[src/rtl/sdio_multi.sv]
// sdio_multi: multi-channel control fan-out, DMA round-robin arbiter and
// interrupt aggregator for NCH SDIO/eMMC controller channels.
//
// Ports
//   i_clk, i_reset            clock, synchronous active-high reset
//   i_wb_*  / o_wb_*          control slave (one outstanding request)
//   o_ch_wb_* / i_ch_wb_*     per-channel control masters (cyc/stb one-hot,
//                             we/addr/data/sel shared by all channels)
//   i_ch_dma_* / o_ch_dma_*   per-channel DMA slaves (read data broadcast)
//   o_dma_* / i_dma_*         shared memory master, owned by one channel
//   i_ch_int                  raw channel interrupts
//   o_int_vec, o_int          registered interrupt vector and its OR
module sdio_multi #(
    parameter  int NCH   = 2,
    parameter  int AW    = 45,
    parameter  int DW    = 64,
    localparam int LGNCH = $clog2(NCH),
    localparam int MW    = 32
) (
    input  logic                   i_clk,
    input  logic                   i_reset,
    // control slave
    input  logic                   i_wb_cyc,
    input  logic                   i_wb_stb,
    input  logic                   i_wb_we,
    input  logic [LGNCH+2:0]       i_wb_addr,
    input  logic [MW-1:0]          i_wb_data,
    input  logic [MW/8-1:0]        i_wb_sel,
    output logic                   o_wb_stall,
    output logic                   o_wb_ack,
    output logic [MW-1:0]          o_wb_data,
    // per-channel control masters
    output logic [NCH-1:0]         o_ch_wb_cyc,
    output logic [NCH-1:0]         o_ch_wb_stb,
    output logic                   o_ch_wb_we,
    output logic [2:0]             o_ch_wb_addr,
    output logic [MW-1:0]          o_ch_wb_data,
    output logic [MW/8-1:0]        o_ch_wb_sel,
    input  logic [NCH-1:0]         i_ch_wb_stall,
    input  logic [NCH-1:0]         i_ch_wb_ack,
    input  logic [NCH*MW-1:0]      i_ch_wb_data,
    // per-channel DMA slaves
    input  logic [NCH-1:0]         i_ch_dma_cyc,
    input  logic [NCH-1:0]         i_ch_dma_stb,
    input  logic [NCH-1:0]         i_ch_dma_we,
    input  logic [NCH*AW-1:0]      i_ch_dma_addr,
    input  logic [NCH*DW-1:0]      i_ch_dma_data,
    input  logic [NCH*DW/8-1:0]    i_ch_dma_sel,
    output logic [NCH-1:0]         o_ch_dma_stall,
    output logic [NCH-1:0]         o_ch_dma_ack,
    output logic [NCH-1:0]         o_ch_dma_err,
    output logic [DW-1:0]          o_ch_dma_data,
    // shared memory master
    output logic                   o_dma_cyc,
    output logic                   o_dma_stb,
    output logic                   o_dma_we,
    output logic [AW-1:0]          o_dma_addr,
    output logic [DW-1:0]          o_dma_data,
    output logic [DW/8-1:0]        o_dma_sel,
    input  logic                   i_dma_stall,
    input  logic                   i_dma_ack,
    input  logic                   i_dma_err,
    input  logic [DW-1:0]          i_dma_data,
    // interrupts
    input  logic [NCH-1:0]         i_ch_int,
    output logic                   o_int,
    output logic [NCH-1:0]         o_int_vec
);

    localparam logic [LGNCH:0] NCH_W = (LGNCH+1)'(NCH);

    typedef enum logic {S_IDLE, S_BUSY} state_t;

    // ------------------------------------------------------------------
    // Control path
    // ------------------------------------------------------------------
    state_t             state, state_nxt;
    logic [LGNCH-1:0]   ch_q;
    logic               we_q;
    logic [2:0]         addr_q;
    logic [MW-1:0]      data_q;
    logic [MW/8-1:0]    sel_q;
    logic               stb_pend, stb_pend_nxt;
    logic               ack_nxt;
    logic [MW-1:0]      rdata_nxt;
    logic               accept;
    logic [LGNCH-1:0]   req_ch;
    logic               req_in_range;
    logic [NCH-1:0]     ch_onehot;
    logic               ch_stall, ch_ack;
    logic [MW-1:0]      ch_rdata;

    always_comb begin
        req_ch       = i_wb_addr[LGNCH+2:3];
        // Only reachable when NCH is not a power of two.
        req_in_range = ({1'b0, req_ch} < NCH_W);

        ch_onehot = '0;
        ch_stall  = 1'b0;
        ch_ack    = 1'b0;
        ch_rdata  = '0;
        for (int k = 0; k < NCH; k++) begin
            if (int'(ch_q) == k) begin
                ch_onehot[k] = 1'b1;
                ch_stall     = i_ch_wb_stall[k];
                ch_ack       = i_ch_wb_ack[k];
                ch_rdata     = i_ch_wb_data[k*MW +: MW];
            end
        end

        state_nxt    = state;
        stb_pend_nxt = stb_pend;
        ack_nxt      = 1'b0;
        rdata_nxt    = '0;
        accept       = 1'b0;
        o_wb_stall   = 1'b0;
        o_ch_wb_cyc  = '0;
        o_ch_wb_stb  = '0;

        case (state)
            S_IDLE: begin
                accept = i_wb_cyc & i_wb_stb;
                if (accept) begin
                    if (req_in_range) begin
                        state_nxt    = S_BUSY;
                        stb_pend_nxt = 1'b1;
                    end else begin
                        // Nonexistent channel: answer locally with zero data.
                        ack_nxt = 1'b1;
                    end
                end
            end
            S_BUSY: begin
                o_wb_stall = 1'b1;
                if (!i_wb_cyc) begin
                    // Abort: drop the channel bus immediately, no ack.
                    state_nxt    = S_IDLE;
                    stb_pend_nxt = 1'b0;
                end else begin
                    o_ch_wb_cyc = ch_onehot;
                    if (stb_pend) begin
                        o_ch_wb_stb = ch_onehot;
                        if (!ch_stall) begin
                            stb_pend_nxt = 1'b0;
                        end
                    end
                    if (ch_ack) begin
                        ack_nxt      = 1'b1;
                        rdata_nxt    = ch_rdata;
                        stb_pend_nxt = 1'b0;
                        state_nxt    = S_IDLE;
                    end
                end
            end
            default: state_nxt = S_IDLE;
        endcase
    end

    always_ff @(posedge i_clk) begin
        if (i_reset) begin
            state     <= S_IDLE;
            stb_pend  <= 1'b0;
            ch_q      <= '0;
            o_wb_ack  <= 1'b0;
            o_wb_data <= '0;
        end else begin
            state     <= state_nxt;
            stb_pend  <= stb_pend_nxt;
            o_wb_ack  <= ack_nxt;
            o_wb_data <= rdata_nxt;
            if (accept) begin
                ch_q <= req_ch;
            end
        end
    end

    always_ff @(posedge i_clk) begin
        if (accept) begin
            we_q   <= i_wb_we;
            addr_q <= i_wb_addr[2:0];
            data_q <= i_wb_data;
            sel_q  <= i_wb_sel;
        end
    end

    assign o_ch_wb_we   = we_q;
    assign o_ch_wb_addr = addr_q;
    assign o_ch_wb_data = data_q;
    assign o_ch_wb_sel  = sel_q;

    // ------------------------------------------------------------------
    // DMA arbiter
    // ------------------------------------------------------------------
    logic               gnt_valid;
    logic [LGNCH-1:0]   gnt, last;
    logic               err_lock;
    logic               gnt_cyc, gnt_stb, gnt_we;
    logic [AW-1:0]      gnt_addr;
    logic [DW-1:0]      gnt_data;
    logic [DW/8-1:0]    gnt_sel;
    logic               found;
    logic [LGNCH-1:0]   pick;
    logic               gnt_release;

    always_comb begin
        gnt_cyc  = 1'b0;
        gnt_stb  = 1'b0;
        gnt_we   = 1'b0;
        gnt_addr = '0;
        gnt_data = '0;
        gnt_sel  = '0;
        for (int k = 0; k < NCH; k++) begin
            if (int'(gnt) == k) begin
                gnt_cyc  = i_ch_dma_cyc[k];
                gnt_stb  = i_ch_dma_stb[k];
                gnt_we   = i_ch_dma_we[k];
                gnt_addr = i_ch_dma_addr[k*AW +: AW];
                gnt_data = i_ch_dma_data[k*DW +: DW];
                gnt_sel  = i_ch_dma_sel[k*(DW/8) +: DW/8];
            end
        end

        // Round-robin: channels above the last owner first, then wrap.
        found = 1'b0;
        pick  = '0;
        for (int k = 0; k < NCH; k++) begin
            if (!found && i_ch_dma_cyc[k] && (k > int'(last))) begin
                found = 1'b1;
                pick  = LGNCH'(k);
            end
        end
        for (int k = 0; k < NCH; k++) begin
            if (!found && i_ch_dma_cyc[k] && (k <= int'(last))) begin
                found = 1'b1;
                pick  = LGNCH'(k);
            end
        end

        o_ch_dma_stall = '1;
        o_ch_dma_ack   = '0;
        o_ch_dma_err   = '0;
        for (int k = 0; k < NCH; k++) begin
            if (gnt_valid && (int'(gnt) == k)) begin
                o_ch_dma_stall[k] = i_dma_stall | err_lock;
                o_ch_dma_ack[k]   = i_dma_ack;
                o_ch_dma_err[k]   = i_dma_err;
            end
        end
    end

    assign gnt_release = gnt_valid & ~gnt_cyc;

    always_ff @(posedge i_clk) begin
        if (i_reset) begin
            gnt_valid <= 1'b0;
            gnt       <= '0;
            last      <= LGNCH'(NCH-1);
            err_lock  <= 1'b0;
        end else begin
            if (gnt_valid && !gnt_release && i_dma_err) begin
                err_lock <= 1'b1;
            end
            if (gnt_release) begin
                gnt_valid <= 1'b0;
                err_lock  <= 1'b0;
            end
            // Re-arbitrating on the release edge keeps the owner change to a
            // single idle cycle; the releasing channel has cyc low and is
            // searched last, so it cannot win again here.
            if ((!gnt_valid || gnt_release) && found) begin
                gnt_valid <= 1'b1;
                gnt       <= pick;
                last      <= pick;
            end
        end
    end

    assign o_dma_cyc     = gnt_valid & gnt_cyc & ~err_lock;
    assign o_dma_stb     = gnt_valid & gnt_stb & ~err_lock;
    assign o_dma_we      = gnt_we;
    assign o_dma_addr    = gnt_addr;
    assign o_dma_data    = gnt_data;
    assign o_dma_sel     = gnt_sel;
    assign o_ch_dma_data = i_dma_data;

    // ------------------------------------------------------------------
    // Interrupts
    // ------------------------------------------------------------------
    always_ff @(posedge i_clk) begin
        if (i_reset) begin
            o_int_vec <= '0;
        end else begin
            o_int_vec <= i_ch_int;
        end
    end

    assign o_int = |o_int_vec;

endmodule

[config.mk]
export PLATFORM = sky130hd
export DESIGN_NAME = sdio_multi
export DESIGN_NICKNAME = d
export VERILOG_FILES = /design/src/rtl/sdio_multi.sv
export SDC_FILE = /design/constraint.sdc
export NUM_CORES = 1
export LEC_CHECK = 0
export CORE_AREA = 2 2 272 274
export CTS_BUF_LIST = sky130_fd_sc_hd__clkbuf_8
export CTS_CLUSTER_DIAMETER = 40
export DETAILED_ROUTE_END_ITERATION = 8
export DIE_AREA = 0 0 274 276
export GPL_ROUTABILITY_DRIVEN = 0
export RECOVER_POWER = 100
export SETUP_SLACK_MARGIN = 0.2
export SLEW_MARGIN = 20
export SYNTH_ARGS = -nofsm -noshare
export SYNTH_HDL_FRONTEND = slang
export SYNTH_SLANG_ARGS = --single-unit
export TNS_END_PERCENT = 5
[constraint.sdc]
create_clock -name i_clk -period 3.3 [get_ports i_clk]
set_input_delay 0.66 -clock i_clk [delete_from_list [all_inputs] [get_ports i_clk]]
set_output_delay 0.66 -clock i_clk [all_outputs]
set_load 0.005 [all_outputs]
==> key figures, run 1 <==
Power
  – Maximum VDD drop: 0.1298 mV
  – PD cells: 250.8 mW/mm^2
  – Leak pwr: 3.899 nW
  – Total power: 2.866 mW

Floorplanning
  – Core ar.: 0.07259 sq mm
  – Die width: 274 um
  – Io pins: 693
  – Total die area: 0.07562 sq mm
  – Initial Util: 6.864%
  – Row Count: 99
  – Die height: 276 um

Detailed routing
  – Post-route DRC violation count: 0
  – Total routed wirelength: 27650 um
  – Vias per inst: 2.708
  – Drt pass-1 iters: 4
  – Routed wire per std cell: 14.81 um
  – Number of routed nets with antenna violations: 0
  – DR vias: 5056
  – Drt first-iter violations: 98

STA
  – Worst slew pin tran: 1.511 ns
  – Minimum clock period after layout: 3.024 ns
  – Setup ws final: 0.2756 ns
  – Final worst-path cycle share: 91.65%
  – Setup TNS Final: 0 ns
  – Peak Freq: 0.3306 GHz
  – Final setup violating endpoints: 0
  – RSZ-0062 raised after global routing: no
  – Worst hold slack: 0.5146 ns
  – Max Slew Vio Count: 34
  – Final setup skew: 0.01436 ns
  – Worst slew margin: -0.7318%
  – Final Hold Viols: 0

Clocking
  – Clock-pin transition on the worst setup and hold timing paths: 0.10 ns
  – Root Driver: clkbuf_8
  – CTS Buf Count: 9
  – CTS tree: done
  – Worst-Skew Late Latency: 0.39 ns
  – H-tree depth: 3
  – Clock Sinks: 82
  – CTS Buffer Depth: 2

Setup path
  – Reg-to-reg slack, setup: 0.99 ns
  – R2R cell count: 3
  – CP Launch Type: register
  – Required time of the worst setup path: 2.64 ns
  – Crit path max fanout: 19
  – Crit-path slowest cell: dfxtp_4
  – Critical R2R Launch: ch_q$_SDFFE_PP0P_
  – Critical Path AT: 2.36 ns
  – CP Capture Type: output port
  – Worst Setup SP: gnt$_SDFFE_PP0P_
  – Worst path max stage delay: 0.61 ns
  – CP cell instances: clkbuf_1, mux2_2, dlygate4sd3_1
  – Setup CP Type: reg2out
  – R2r endpoint: o_wb_data[4]$_SDFF_PP0_

Synth
  – Ranking of synthesized cells by area: mux2_2 25%, edfxtp_1 24%, dfxtp_1 17%
  – Yosys warns: 0
  – Gate Count Post-Synth: 402
  – Share of the synthesized area in the top cell type: 24.64%
  – Count leader, synth: mux2_2
  – Syn_area_per_cell: 12.39 sq um
  – Post-synth top flop: dfxtp_1
  – Synth area leader: mux2_2
  – Synth unique cells: 31
  – Asr flop ratio synth: 0%
  – Post-synthesis sequential area ratio: 40.98%
  – Top post-synthesis cells by count: 109 x mux2_2, 64 x buf_4, 42 x dfxtp_1
  – Mapped cell area: 0.004982 sq mm
  – Syn nets: 824
  – Seq cells post-synth: 82
  – Number of synthesized flops with an enable pin: 40

Finish
  – Ratio of cells with drive above 1 in the final layout: 17.22%
  – Fillcell total: 8097
  – Area used by multi-input combinational logic: 0.002270 sq mm
  – Area grow syn2layout: 129.4%
  – Design Area, Final: 0.01143 sq mm
  – Final nets: 1323
  – Seq. cell area: 0.002047 sq mm

Global route
  – Largest net degree at the start of global routing: 47
  – Vias in the first global route: 5576
  – First-pass GRT wire length: 37140 um
  – Initial antenna violation count: 3
  – GRT Util Overall: 6.841%
  – Grt ovf: 0

Placement
  – Pre-CTS WS: 0.2103 ns
  – Dpl hpwl: 23760 um
  – PortBufs: 564
  – Area post-placement: 0.01128 sq mm

Status
  – Status: finished with violations
  – Failing checks: max-capacitance violations, max-slew violations

Worst hold path
  – Worst hold start: stb_pend$_SDFFE_PP0P_
  – Hold Path Depth: 2
  – Worst Hold Path EP: stb_pend$_SDFFE_PP0P_
  – Worst hold path type: reg2reg

Job
  – Max Cap Viol: 1
[worst max path at each step]
stage	to	slack, ns	depth (start not counted)
2_1_floorplan	ch_q$_SDFFE_PP0P_	1.13	3
3_3_place_gp	o_dma_stb	0.23	4
3_5_place_dp	o_dma_stb	0.21	4
4_1_cts	o_dma_stb	0.30	3
5_1_grt	o_dma_data[14]	0.13	3
6_report	o_dma_data[14]	0.28	3
[final cells by class]
cell class / instances / area share [%]
repair buffers: 576 / 50.06
inverters: 1 / 0.03284
well taps: 959 / 10.50
clock inverters: 7 / 0.5145
flip-flops and latches: 82 / 17.91
multi-input cells: 231 / 19.86
clock buffers: 9 / 1.084
diodes: 2 / 0.04379
[stage by stage]
| step | util (%) | std cells |
|---|---|---|
| floorplan | - | 402 |
| global placement | 15.54 | 1848 |
| detailed placement | 15.54 | 1848 |
| CTS | 15.83 | 1865 |
| global route | 15.74 | 1865 |
| finish | 15.75 | 1867 |
[flip-flops by register name, indices dropped and copies added (netlist names)]
| name | flops |
|---|---|
| gnt | 1 |
| o_wb_data | 32 |
| err_lock | 1 |
| stb_pend | 1 |
| o_ch_wb_we | 1 |
| o_ch_wb_data | 32 |
| state | 1 |
| o_ch_wb_addr | 3 |
| ch_q | 1 |
| gnt_valid | 1 |
| last | 1 |
| o_int_vec | 2 |
| o_wb_ack | 1 |
| o_ch_wb_sel | 4 |
[where the power goes]
part	internal [mW]	switching, mW	total (mW)	leakage (nW)
logic	0.718	0.302	1.02	3.09
registers	1.10	0.0248	1.13	0.715
clock network	0.286	0.434	0.720	0.0925
total	2.11	0.761	2.87	3.90
[placed cells by master, fill, tap and decap left out, drive strengths merged, types with 2 or more instances in the layout]
| master | netlist | routed |
|---|---|---|
| dfxtp | 42 | 42 |
| buf | 86 | 4 |
| dlygate4sd3 | 0 | 204 |
| nand2 | 5 | 5 |
| edfxtp | 40 | 40 |
| and3b | 2 | 2 |
| o21ai | 3 | 3 |
| and3 | 3 | 3 |
| clkinv | 0 | 2 |
| diode | 0 | 2 |
| or3 | 2 | 2 |
| a211oi | 2 | 2 |
| mux2i | 37 | 37 |
| inv | 1 | 5 |
| and2 | 2 | 2 |
| nor2b | 4 | 4 |
| clkbuf | 2 | 20 |
| nor2 | 43 | 43 |
| clkdlybuf4s50 | 0 | 357 |
| mux2 | 118 | 118 |
| nor3b | 2 | 2 |
[logic make-up (layout without fill, tap and decap cells)]
logic type | Yosys count | in the layout | share of synthesized area [%]
flip-flops | 82 | 82 | 40.98
AND/OR/NAND/NOR | 66 | 66 | 10.42
multiplexers | 155 | 155 | 34.10
AO/OA/AOI/OAI | 10 | 10 | 1.381
other | 0 | 2 | 0
buffers and inverters | 89 | 593 | 13.11
[critical path: cells and delay by family, from the launching register on]
family | cells | cell delay, ns
buffers and inverters | 2 | 0.95
multiplexers | 1 | 0.38
flip-flops | 1 | 0.61
[what timing repair did]
action	CTS	global route
buffers inserted	1	0
hold endpoints to repair	0	0
gates resized for setup	1	1
setup endpoints to repair	7	1
hold buffers	0	0
[routing by layer]
layer	GRT usage [%]	part of all wire, %
met1	6.243	32
met2	13.42	53
met3	2.519	11
met4	2.690	3.3
met5	0	0.051
Power figures use the tool's default switching activity.
==> run 2: changes to the inputs <==
Settings changed: SLEW_MARGIN 20 to unset.
==> results of run 2 <==
The final DEF is identical to that of run 1; final timing and power are the same.
